===== src/rtl/tns_enc_22_seq.sv =====
// ---------------------------------------------------------------------------
// tns_enc_22_seq
//
// Sequential greedy encoder from an unsigned binary value into a 22-bit TNS
// codeword. Walks the codeword MSB first. At each position it sets the bit
// when the remainder is at least that position's weight, and then subtracts
// the weight. A non-zero final remainder means the value cannot be
// represented; the bit pattern is still the greedy result.
//
// Ports
//   clk        : clock, all state changes on its rising edge
//   rst        : synchronous active-high reset
//   datain     : value to encode (`BLEN08_C bits, unsigned)
//   in_valid   : datain is valid this cycle
//   in_ready   : high only in IDLE; a word is accepted on in_valid && in_ready
//   codeout    : codeword; bit 21 = `TNS08_C, bits 20..0 = `TNS07_A .. `TNS01_C
//   out_valid  : codeout / out_err hold a finished word (DONE state)
//   out_ready  : consumer takes the finished word
//   out_err    : final remainder was non-zero (value not representable)
//
// Weights and width normally come from TNS.vh. The defaults below are used
// only when those macros are not already defined. They form a Fibonacci
// ladder, so every value from 0 up to the sum of all weights has a greedy
// encoding.
//
// Build option
//   TNS_ENC_DUAL_STEP_EN : when defined, CALC resolves two bits per cycle
//                          (11 CALC cycles, latency N+12). When undefined,
//                          CALC resolves one bit per cycle (22 CALC cycles,
//                          latency N+23). The codewords are identical in
//                          both builds.
// ---------------------------------------------------------------------------

`ifndef BLEN08_C
`define BLEN08_C 17
`endif

`ifndef TNS01_C
`define TNS01_C 1
`define TNS01_B 2
`define TNS01_A 3
`define TNS02_C 5
`define TNS02_B 8
`define TNS02_A 13
`define TNS03_C 21
`define TNS03_B 34
`define TNS03_A 55
`define TNS04_C 89
`define TNS04_B 144
`define TNS04_A 233
`define TNS05_C 377
`define TNS05_B 610
`define TNS05_A 987
`define TNS06_C 1597
`define TNS06_B 2584
`define TNS06_A 4181
`define TNS07_C 6765
`define TNS07_B 10946
`define TNS07_A 17711
`define TNS08_C 28657
`endif

module tns_enc_22_seq (
  input  logic                 clk,
  input  logic                 rst,
  input  logic [`BLEN08_C-1:0] datain,
  input  logic                 in_valid,
  output logic                 in_ready,
  output logic [21:0]          codeout,
  output logic                 out_valid,
  input  logic                 out_ready,
  output logic                 out_err
);

  localparam int BLEN  = `BLEN08_C;
  localparam int NBITS = 22;

  typedef logic [BLEN-1:0] word_t;

  typedef enum logic [1:0] {
    S_IDLE = 2'd0,
    S_CALC = 2'd1,
    S_DONE = 2'd2
  } state_t;

  // Element i is the weight of codeword bit i (element 0 is the LSB).
  localparam word_t WEIGHT [NBITS] = '{
    word_t'(`TNS01_C), word_t'(`TNS01_B), word_t'(`TNS01_A),
    word_t'(`TNS02_C), word_t'(`TNS02_B), word_t'(`TNS02_A),
    word_t'(`TNS03_C), word_t'(`TNS03_B), word_t'(`TNS03_A),
    word_t'(`TNS04_C), word_t'(`TNS04_B), word_t'(`TNS04_A),
    word_t'(`TNS05_C), word_t'(`TNS05_B), word_t'(`TNS05_A),
    word_t'(`TNS06_C), word_t'(`TNS06_B), word_t'(`TNS06_A),
    word_t'(`TNS07_C), word_t'(`TNS07_B), word_t'(`TNS07_A),
    word_t'(`TNS08_C)
  };

  state_t           state_reg, state_next;
  word_t            rem_reg,   rem_next;
  logic [NBITS-1:0] code_reg,  code_next;
  logic [4:0]       idx_reg,   idx_next;
  logic             err_reg,   err_next;

  // ---------------------------------------------------------------------
  // Bit resolution for the current index
  // ---------------------------------------------------------------------
  word_t            w_hi;
  word_t            rem_hi;
  logic             ge_hi;
  logic [NBITS-1:0] hit_hi;

  word_t            rem_step;   // remainder after this cycle's bit(s)
  logic [NBITS-1:0] set_mask;   // codeword bits set this cycle
  logic             last_step;  // this cycle resolves bit 0
  logic [4:0]       idx_step;   // index for the next CALC cycle

  assign w_hi   = WEIGHT[idx_reg];
  assign ge_hi  = (rem_reg >= w_hi);
  // The subtraction happens only when rem_reg >= w_hi, so it cannot underflow.
  assign rem_hi = ge_hi ? (rem_reg - w_hi) : rem_reg;

  // One-hot decode of the index, used to place the resolved bit.
  for (genvar gi = 0; gi < NBITS; gi++) begin : gen_hit_hi
    assign hit_hi[gi] = (idx_reg == 5'(gi));
  end

`ifdef TNS_ENC_DUAL_STEP_EN
  // The second bit (idx-1) starts from the remainder left by the first bit.
  // The two compare/subtract stages are chained combinationally in one cycle.
  logic [4:0]       idx_lo;
  word_t            w_lo;
  word_t            rem_lo;
  logic             ge_lo;
  logic [NBITS-1:0] hit_lo;

  // The clamp keeps the table lookup in range while idle (idx_reg == 0).
  assign idx_lo = (idx_reg == 5'd0) ? 5'd0 : (idx_reg - 5'd1);
  assign w_lo   = WEIGHT[idx_lo];
  assign ge_lo  = (rem_hi >= w_lo);
  assign rem_lo = ge_lo ? (rem_hi - w_lo) : rem_hi;

  for (genvar gi = 0; gi < NBITS; gi++) begin : gen_hit_lo
    assign hit_lo[gi] = (idx_lo == 5'(gi));
  end

  // Index steps 21, 19, ..., 1; the pair (1, 0) is the final one.
  assign set_mask  = (hit_hi & {NBITS{ge_hi}}) | (hit_lo & {NBITS{ge_lo}});
  assign rem_step  = rem_lo;
  assign last_step = (idx_reg == 5'd1);
  assign idx_step  = idx_reg - 5'd2;
`else
  assign set_mask  = hit_hi & {NBITS{ge_hi}};
  assign rem_step  = rem_hi;
  assign last_step = (idx_reg == 5'd0);
  assign idx_step  = idx_reg - 5'd1;
`endif

  // ---------------------------------------------------------------------
  // FSM: state register
  // ---------------------------------------------------------------------
  always_ff @(posedge clk) begin
    if (rst) begin
      state_reg <= S_IDLE;
    end else begin
      state_reg <= state_next;
    end
  end

  // ---------------------------------------------------------------------
  // FSM: next-state logic
  // ---------------------------------------------------------------------
  always_comb begin
    state_next = state_reg;
    unique case (state_reg)
      S_IDLE: if (in_valid)  state_next = S_CALC;
      S_CALC: if (last_step) state_next = S_DONE;
      S_DONE: if (out_ready) state_next = S_IDLE;
      default:               state_next = S_IDLE;
    endcase
  end

  // ---------------------------------------------------------------------
  // FSM: outputs (decoded from the registered state only)
  // ---------------------------------------------------------------------
  always_comb begin
    in_ready  = 1'b0;
    out_valid = 1'b0;
    unique case (state_reg)
      S_IDLE:  in_ready  = 1'b1;
      S_DONE:  out_valid = 1'b1;
      default: begin
        in_ready  = 1'b0;
        out_valid = 1'b0;
      end
    endcase
  end

  // ---------------------------------------------------------------------
  // Datapath: remainder, codeword, index, error flag
  // ---------------------------------------------------------------------
  always_comb begin
    rem_next  = rem_reg;
    code_next = code_reg;
    idx_next  = idx_reg;
    err_next  = err_reg;
    if ((state_reg == S_IDLE) && in_valid) begin
      rem_next  = datain;
      code_next = '0;
      idx_next  = 5'd21;
      err_next  = 1'b0;
    end else if (state_reg == S_CALC) begin
      rem_next  = rem_step;
      code_next = code_reg | set_mask;
      if (last_step) begin
        idx_next = 5'd0;
        // The flag is captured once, on entry to DONE.
        err_next = (rem_step != '0);
      end else begin
        idx_next = idx_step;
      end
    end
  end

  always_ff @(posedge clk) begin
    if (rst) begin
      rem_reg  <= '0;
      code_reg <= '0;
      idx_reg  <= 5'd0;
      err_reg  <= 1'b0;
    end else begin
      rem_reg  <= rem_next;
      code_reg <= code_next;
      idx_reg  <= idx_next;
      err_reg  <= err_next;
    end
  end

  assign codeout = code_reg;
  assign out_err = err_reg;

endmodule


===== config.mk =====
export PLATFORM = sky130hd
export DESIGN_NAME = tns_enc_22_seq
export DESIGN_NICKNAME = d
export VERILOG_FILES = /design/src/rtl/tns_enc_22_seq.sv
export SDC_FILE = /design/constraint.sdc
export NUM_CORES = 1
export LEC_CHECK = 0
export CAP_MARGIN = 20
export CORE_MARGIN = 10
export CORE_UTILIZATION = 45
export CTS_BUF_LIST = sky130_fd_sc_hd__clkbuf_4
export CTS_CLUSTER_DIAMETER = 80
export DETAILED_ROUTE_END_ITERATION = 10
export PLACE_DENSITY = 0.75
export SLEW_MARGIN = 5
export SYNTH_ARGS = -nofsm -noshare
export SYNTH_HDL_FRONTEND = slang
export SYNTH_SLANG_ARGS = --single-unit

===== constraint.sdc =====
create_clock -name clk -period 7.9 [get_ports clk]
set_clock_uncertainty 0.1 [all_clocks]
set_input_delay 1.185 -clock clk [delete_from_list [all_inputs] [get_ports clk]]
set_output_delay 1.185 -clock clk [all_outputs]
set_load 0.005 [all_outputs]

# After elaboration in Yosys (flattened, before gate mapping)
# Memories as Yosys holds them, arrays and structs flattened.
# Index checks and enable logic that the tools add are counted.
[word_totals]
ff_bits = 47
latch_bits = 0
mem_bits_rw = 0
romBits = 544
in_bits = 21
output_inout_bits = 25
word_cells = 62
mem_count = 1
[mem_list]
columns = ["memory", "depth", "word_bits", "read_ports", "rd_ports_with_merged_regs", "wr", "line", "rtl"]
rows = [
  ["(name not given)", 32, 17, 1, 0, 0, "117", "assign w_hi = WEIGHT[idx_reg];"],
]
[classes]
addsub = 2
n_mul = 0
div_mod_pow = 0
order_cmp = 2
n_eq_ne = 26
n_shift = 0
muxes = 14
bitwise = 3
n_reduce_logical = 8
[ops]
columns = ["operator", "count"]
rows = [
  ["$mux W17", 5],
  ["$eq A5 B4 Y1 const B", 8],
  ["$eq A5 B5 Y1 const B", 6],
  ["$and A22 B22 Y22", 1],
  ["$or A22 B22 Y22", 1],
  ["$eq A5 B3 Y1 const B", 4],
  ["$ge A17 B17 Y1", 1],
  ["$reduce_bool A17 Y1", 1],
  ["$sub A17 B17 Y17", 1],
  ["$mux W5", 3],
  ["$eq A5 B2 Y1 const B", 2],
  ["$ge A6 B6 Y1 const B", 1],
  ["$mux W2", 3],
  ["$ne A2 B2 Y1 const B", 3],
  ["$not A5 Y6", 1],
  ["$pmux W2 S3", 1],
  ["$eq A5 B1 Y1 const B", 1],
  ["$logic_not A5 Y1", 1],
  ["$sub A5 B1 Y5 const B", 1],
  ["$reduce_and A3 Y1", 1],
  ["$eq A2 B1 Y1 const B", 1],
  ["$eq A2 B2 Y1 const B", 1],
  ["$logic_not A2 Y1", 1],
  ["$mux W1", 2],
  ["4 further kinds", 4],
]

# Depth between registers and ports, before layout
[logic_depth]
ltp_word = 8
ltp_mapped = 20
mapped_depth_nobuf = 18

# Worst setup path before layout
# Ideal clock, no wire load.
[synth_timing]
path_type = "reg-to-reg"
startpoint = "reg idx_reg[0]"
endpoint = "reg err_reg, in the netlist out_err"
setup_ps = 115
arrival_time_ps = 3681
t_required_ps = 7685
setup_slack_ps = 4004
stages_incl_launch_ff = 21
period_less_slack_ps = 3896
cell_sequence = "dfxtp_1 clkbuf_1 inv_1 ha_1 inv_1 nor2_1 a21oi_1 nor2_1 a21oi_1 o21ai_0 inv_1 ha_1 nor2b_4 o2111ai_2 a31oi_4 o211ai_4 and2_4 buf_8 nor4_1 o21ai_1 o21a_1"
[synth_via]
elab_chain_len = 7
[synth_lines]
columns = ["item", "line", "rtl"]
rows = [
  ["start, declared", "101", "logic [4:0] idx_reg, idx_next;"],
  ["start signal, assigned", "233", "idx_reg <= idx_next;"],
  ["$not A5 Y6 (not written as such)", "117", ""],
  ["$mem_v2 Z32 W17", "-", ""],
  ["$mux W17 (not written as such) (2 in series)", "117", ""],
  ["$sub A17 B17 Y17 / $ge A17 B17 Y1 (equally long branches)", "120, 118", ""],
  ["$mux W17", "120", "assign rem_hi = ge_hi ? (rem_reg - w_hi) : rem_reg;"],
  ["$reduce_bool A17 Y1", "217", "err_next = (rem_step != '0);"],
  ["end signal, assigned", "234", "err_reg <= err_next;"],
  ["end, declared", "102", "logic err_reg, err_next;"],
]
# Parallel ways exist; a longest one is shown, timed or not. The select of a mux whose other input is x is not followed.
# A chain may end at the register's enable or synchronous reset.

# Worst setup path in the final report
[layout_timing]
startpoint = "reg idx_reg[0]"
endpoint = "reg rem_reg[9]"
[layout_via]
elab_chain_len = 8
[layout_lines]
columns = ["item", "line", "rtl"]
rows = [
  ["$not A5 Y6 (not written as such) *", "117", ""],
  ["$mem_v2 Z32 W17 *", "-", ""],
  ["$mux W17 (not written as such) * (2 in series)", "117", ""],
  ["$sub A17 B17 Y17 / $ge A17 B17 Y1 (equally long branches)", "120, 118", ""],
  ["$mux W17 *", "120", ""],
  ["$mux W17 *", "211", "end else if (state_reg == S_CALC) begin"],
  ["$mux W17 *", "206", "if ((state_reg == S_IDLE) && in_valid) begin"],
  ["end signal, assigned", "231", "rem_reg <= rem_next;"],
  ["end, declared", "99", "word_t rem_reg, rem_next;"],
]
# Every way passes the cells marked *; elsewhere a longest branch is shown, timed or not. The select of a mux whose other input is x is not followed.

==> results.sh <==
export IMPL_most_common_layout_cells="49 x nor2_1, 47 x dfxtp_1, 45 x clkdlybuf4s50_1"
export IMPL_ys_seq_area_share_pct=27.9
export IMPL_htree_levels=2
export IMPL_hold_viol=0
export IMPL_fillCellCount=705
export IMPL_port_buffers=45
export IMPL_largest_reg_flops=22
export IMPL_synth_net_count=470
export IMPL_coreArea_mm2=0.00725
export IMPL_die_h_um=107
export IMPL_drtIter0Drc=209
export IMPL_r2r_start="idx_reg[0]"
export IMPL_ir_drop_v=0.000138
export IMPL_grt_pass1_vias=2994
export IMPL_synthesis_area_mm2=0.00337
export IMPL_num_antenna_cells=0
export IMPL_required_ns=8.02
export IMPL_slowest_delay_ns=0.66
export IMPL_synth_top_area_share_pct=27.9
export IMPL_p_per_area_mw_per_mm2=289
export IMPL_startpoint="idx_reg[0]"
export IMPL_fin_nets=496
export IMPL_numCtsBuffers=5
export IMPL_synth_edf_count=0
export IMPL_io_pins=46
export IMPL_synth_ff_type="dfxtp_1"
export IMPL_layoutNonFillerInstCount=549
export IMPL_dieArea_mm2=0.0113
export IMPL_vias=3272
export IMPL_reg2reg_to="rem_reg[9]"
export IMPL_rsz0062_at_grt="false"
export IMPL_max_cap_viol_count=0
export IMPL_critPathSlowestCell="dfxtp_1"
export IMPL_path_depth=18
export IMPL_drc=0
export IMPL_yosys_warnings=0
export IMPL_hp_start="codeout[0]"
export IMPL_max_freq_mhz=212
export IMPL_synth_area_per_cell_um2=7.95
export IMPL_layout_min_cycle_time_ns=4.71
export IMPL_grt_ovfl_total=0
export IMPL_cts_sinks=47
export IMPL_cts_setup_buffers=0
export IMPL_critical_path_peak_fanout=16
export IMPL_clockBufferDepth=2
export IMPL_drive_above_1_share_pct=7.56
export IMPL_ys_async_sr_fraction_pct=0
export IMPL_finalSetupViolCount=0
export IMPL_synth_cell_type_count=72
export IMPL_place_congestion=0.943
export IMPL_arrival_ns=4.83
export IMPL_crit_chain="inv_1, ha_1, inv_1, nor2_1, a21oi_1, nor2_1, a21oi_1, o21ai_0, inv_1, ha_1, nor2b_4, o2111ai_2, a31oi_4, o211ai_4, a21oi_4, nor2_4, nand2_1, a21oi_1"
export IMPL_path_buf_inv=3
export IMPL_critPathKind="reg2reg"
export IMPL_synth_cells=424
export IMPL_post_route_period_util_pct=59.6
export IMPL_cp_end_kind="register"
export IMPL_worstMarginPinSlew_ns=0.960
export IMPL_reg2regPathDepth=18
export IMPL_wl_mm=9.69
export IMPL_syn2layout_area_growth_pct=14.9
export IMPL_ant_nets=0
export IMPL_clkLatencyLatePin_ns=0.37
export IMPL_final_common_cell="nor2_1"
export IMPL_clk_pin_slew_ns=0.14
export IMPL_crit_family="compound AO/OA/AOI/OAI gates"
export IMPL_worstSetupStartpointType="register"
export IMPL_place_inst=542
export IMPL_antenna_found_initial=0
export IMPL_reg2reg_setup_slack_ns=3.19
export IMPL_start_util_pct=46.5
export IMPL_root_buffer="clkbuf_4"
export IMPL_die_w_um=107
export IMPL_cts_resized_gates=0
export IMPL_status="finished, final reports clean"
export IMPL_dr_pass1_iters=5
export IMPL_wl_per_cell_um=17.6
export IMPL_maxSlewHeadroom_pct=36.0
export IMPL_grt_usage_pct=16.6
export IMPL_cellLeakagePower_uw=0.00141
export IMPL_hp_class="reg2reg"
export IMPL_grt_pass1_wl_mm=15.6
export IMPL_critPathCapture="rem_reg[9]"
export IMPL_hold_buffers=0
export IMPL_yosysTopAreaCell="dfxtp_1"
export IMPL_slew_viol_final=0
export IMPL_cts_tree="yes"
export IMPL_fin_tns_setup_ns=0
export IMPL_ys_ff_latch=47
export IMPL_dp_hpwl_mm=7.41
export IMPL_synth_area_top_cells="dfxtp_1 28%, ha_1 8.9%, a21oi_1 6.4%"
export IMPL_floorplan_rows=31
export IMPL_viasPerCell=5.96
export IMPL_grt_max_degree=32
==> Yosys cell counts, types with 2 or more instances <==
cell and number:
nand4_1 2, or3_1 3, dfxtp_1 47, mux2i_1 2
or2_2 2, nand2b_1 9, nor4_1 9, nor3_1 15
buf_1 3, nor2_1 49, a41oi_1 7, o21a_1 6
a31oi_1 15, nand3_1 13, a21o_1 3, a21oi_1 43
nor2b_1 7, clkbuf_2 3, and2_1 2, o21ai_0 16
clkbuf_1 15, or4_1 3, xnor2_1 7, xor2_1 3
ha_1 24, a22oi_1 11, and3_1 2, nand2_1 35
mux2_2 2, and2_4 3, inv_1 13, buf_2 4
o22ai_1 2, a31oi_4 2, a211oi_1 5
==> worst min-delay path, cell delays in order (launching register included) <==
cell and delay (ns):
dfxtp_1 0.35, a31oi_1 0.04, nor2_1 0.07
==> logic make-up after synthesis <==
kind of cell	synth area share [%]
muxes	1.93
DFF	27.9
AOI/OAI and AO/OA	28.2
buffers and inverters	5.38
xor gates and xnor gates	2.60
and+or+nand+nor	24.5
adders and majority gates	9.51
==> report_power, final <==
part / switching (uW) / leakage (uW) / internal [uW] / total (uW)
Sequential: 42.3 / 0.000383 / 262 / 304
Clock: 80.1 / 0.0000291 / 33.4 / 114
Combinational: 424 / 0.000993 / 279 / 703
==> per-layer routing <==
metal / up-vias / GRT usage (%) / wire (um)
met1: 1521 / 23.9 / 4610
met2: 132 / 25.0 / 4330
met4: 0 / 4.06 / 112
li1: 1610 / - / -
met5: - / 0 / 0
met3: 9 / 2.72 / 646
==> through the flow <==
step / total power (uW) / instance area (um2) / worst slack, ns / hold slack [ns] / utilization, %
floorplan: 860 / 3370 / 4.00 / 0.345 / -
global placement: 994 / 3820 / 3.31 / 0.349 / 52.7
detailed placement: 997 / 3820 / 3.29 / 0.357 / 52.7
CTS: 1110 / 3870 / 3.23 / 0.391 / 53.4
global route: 1200 / 3870 / 2.80 / 0.420 / 53.4
finish: 1120 / 3870 / 3.19 / 0.382 / 53.4
==> area by class of cell <==
class	count	area [um2]	area share, %
tap	99	124	3.20
clock buffer	5	37.5	0.969
sequential	47	941	24.3
clock inverter	2	12.5	0.323
inverter	14	52.6	1.36
multi-input combinational	336	2250	58.0
timing repair buffer	46	458	11.8
==> worst min-delay path by stage <==
stage	endpoint	slack, ns	depth (start not counted)
final	codeout[0]	0.38	2
after global routing	rem_reg[6]	0.42	2
after CTS	codeout[11]	0.39	2
after detailed placement	codeout[11]	0.36	2
after global placement	codeout[13]	0.35	2
after floorplan	rem_reg[0]	0.34	2
Note: power is estimated with default switching activity, not from simulation.
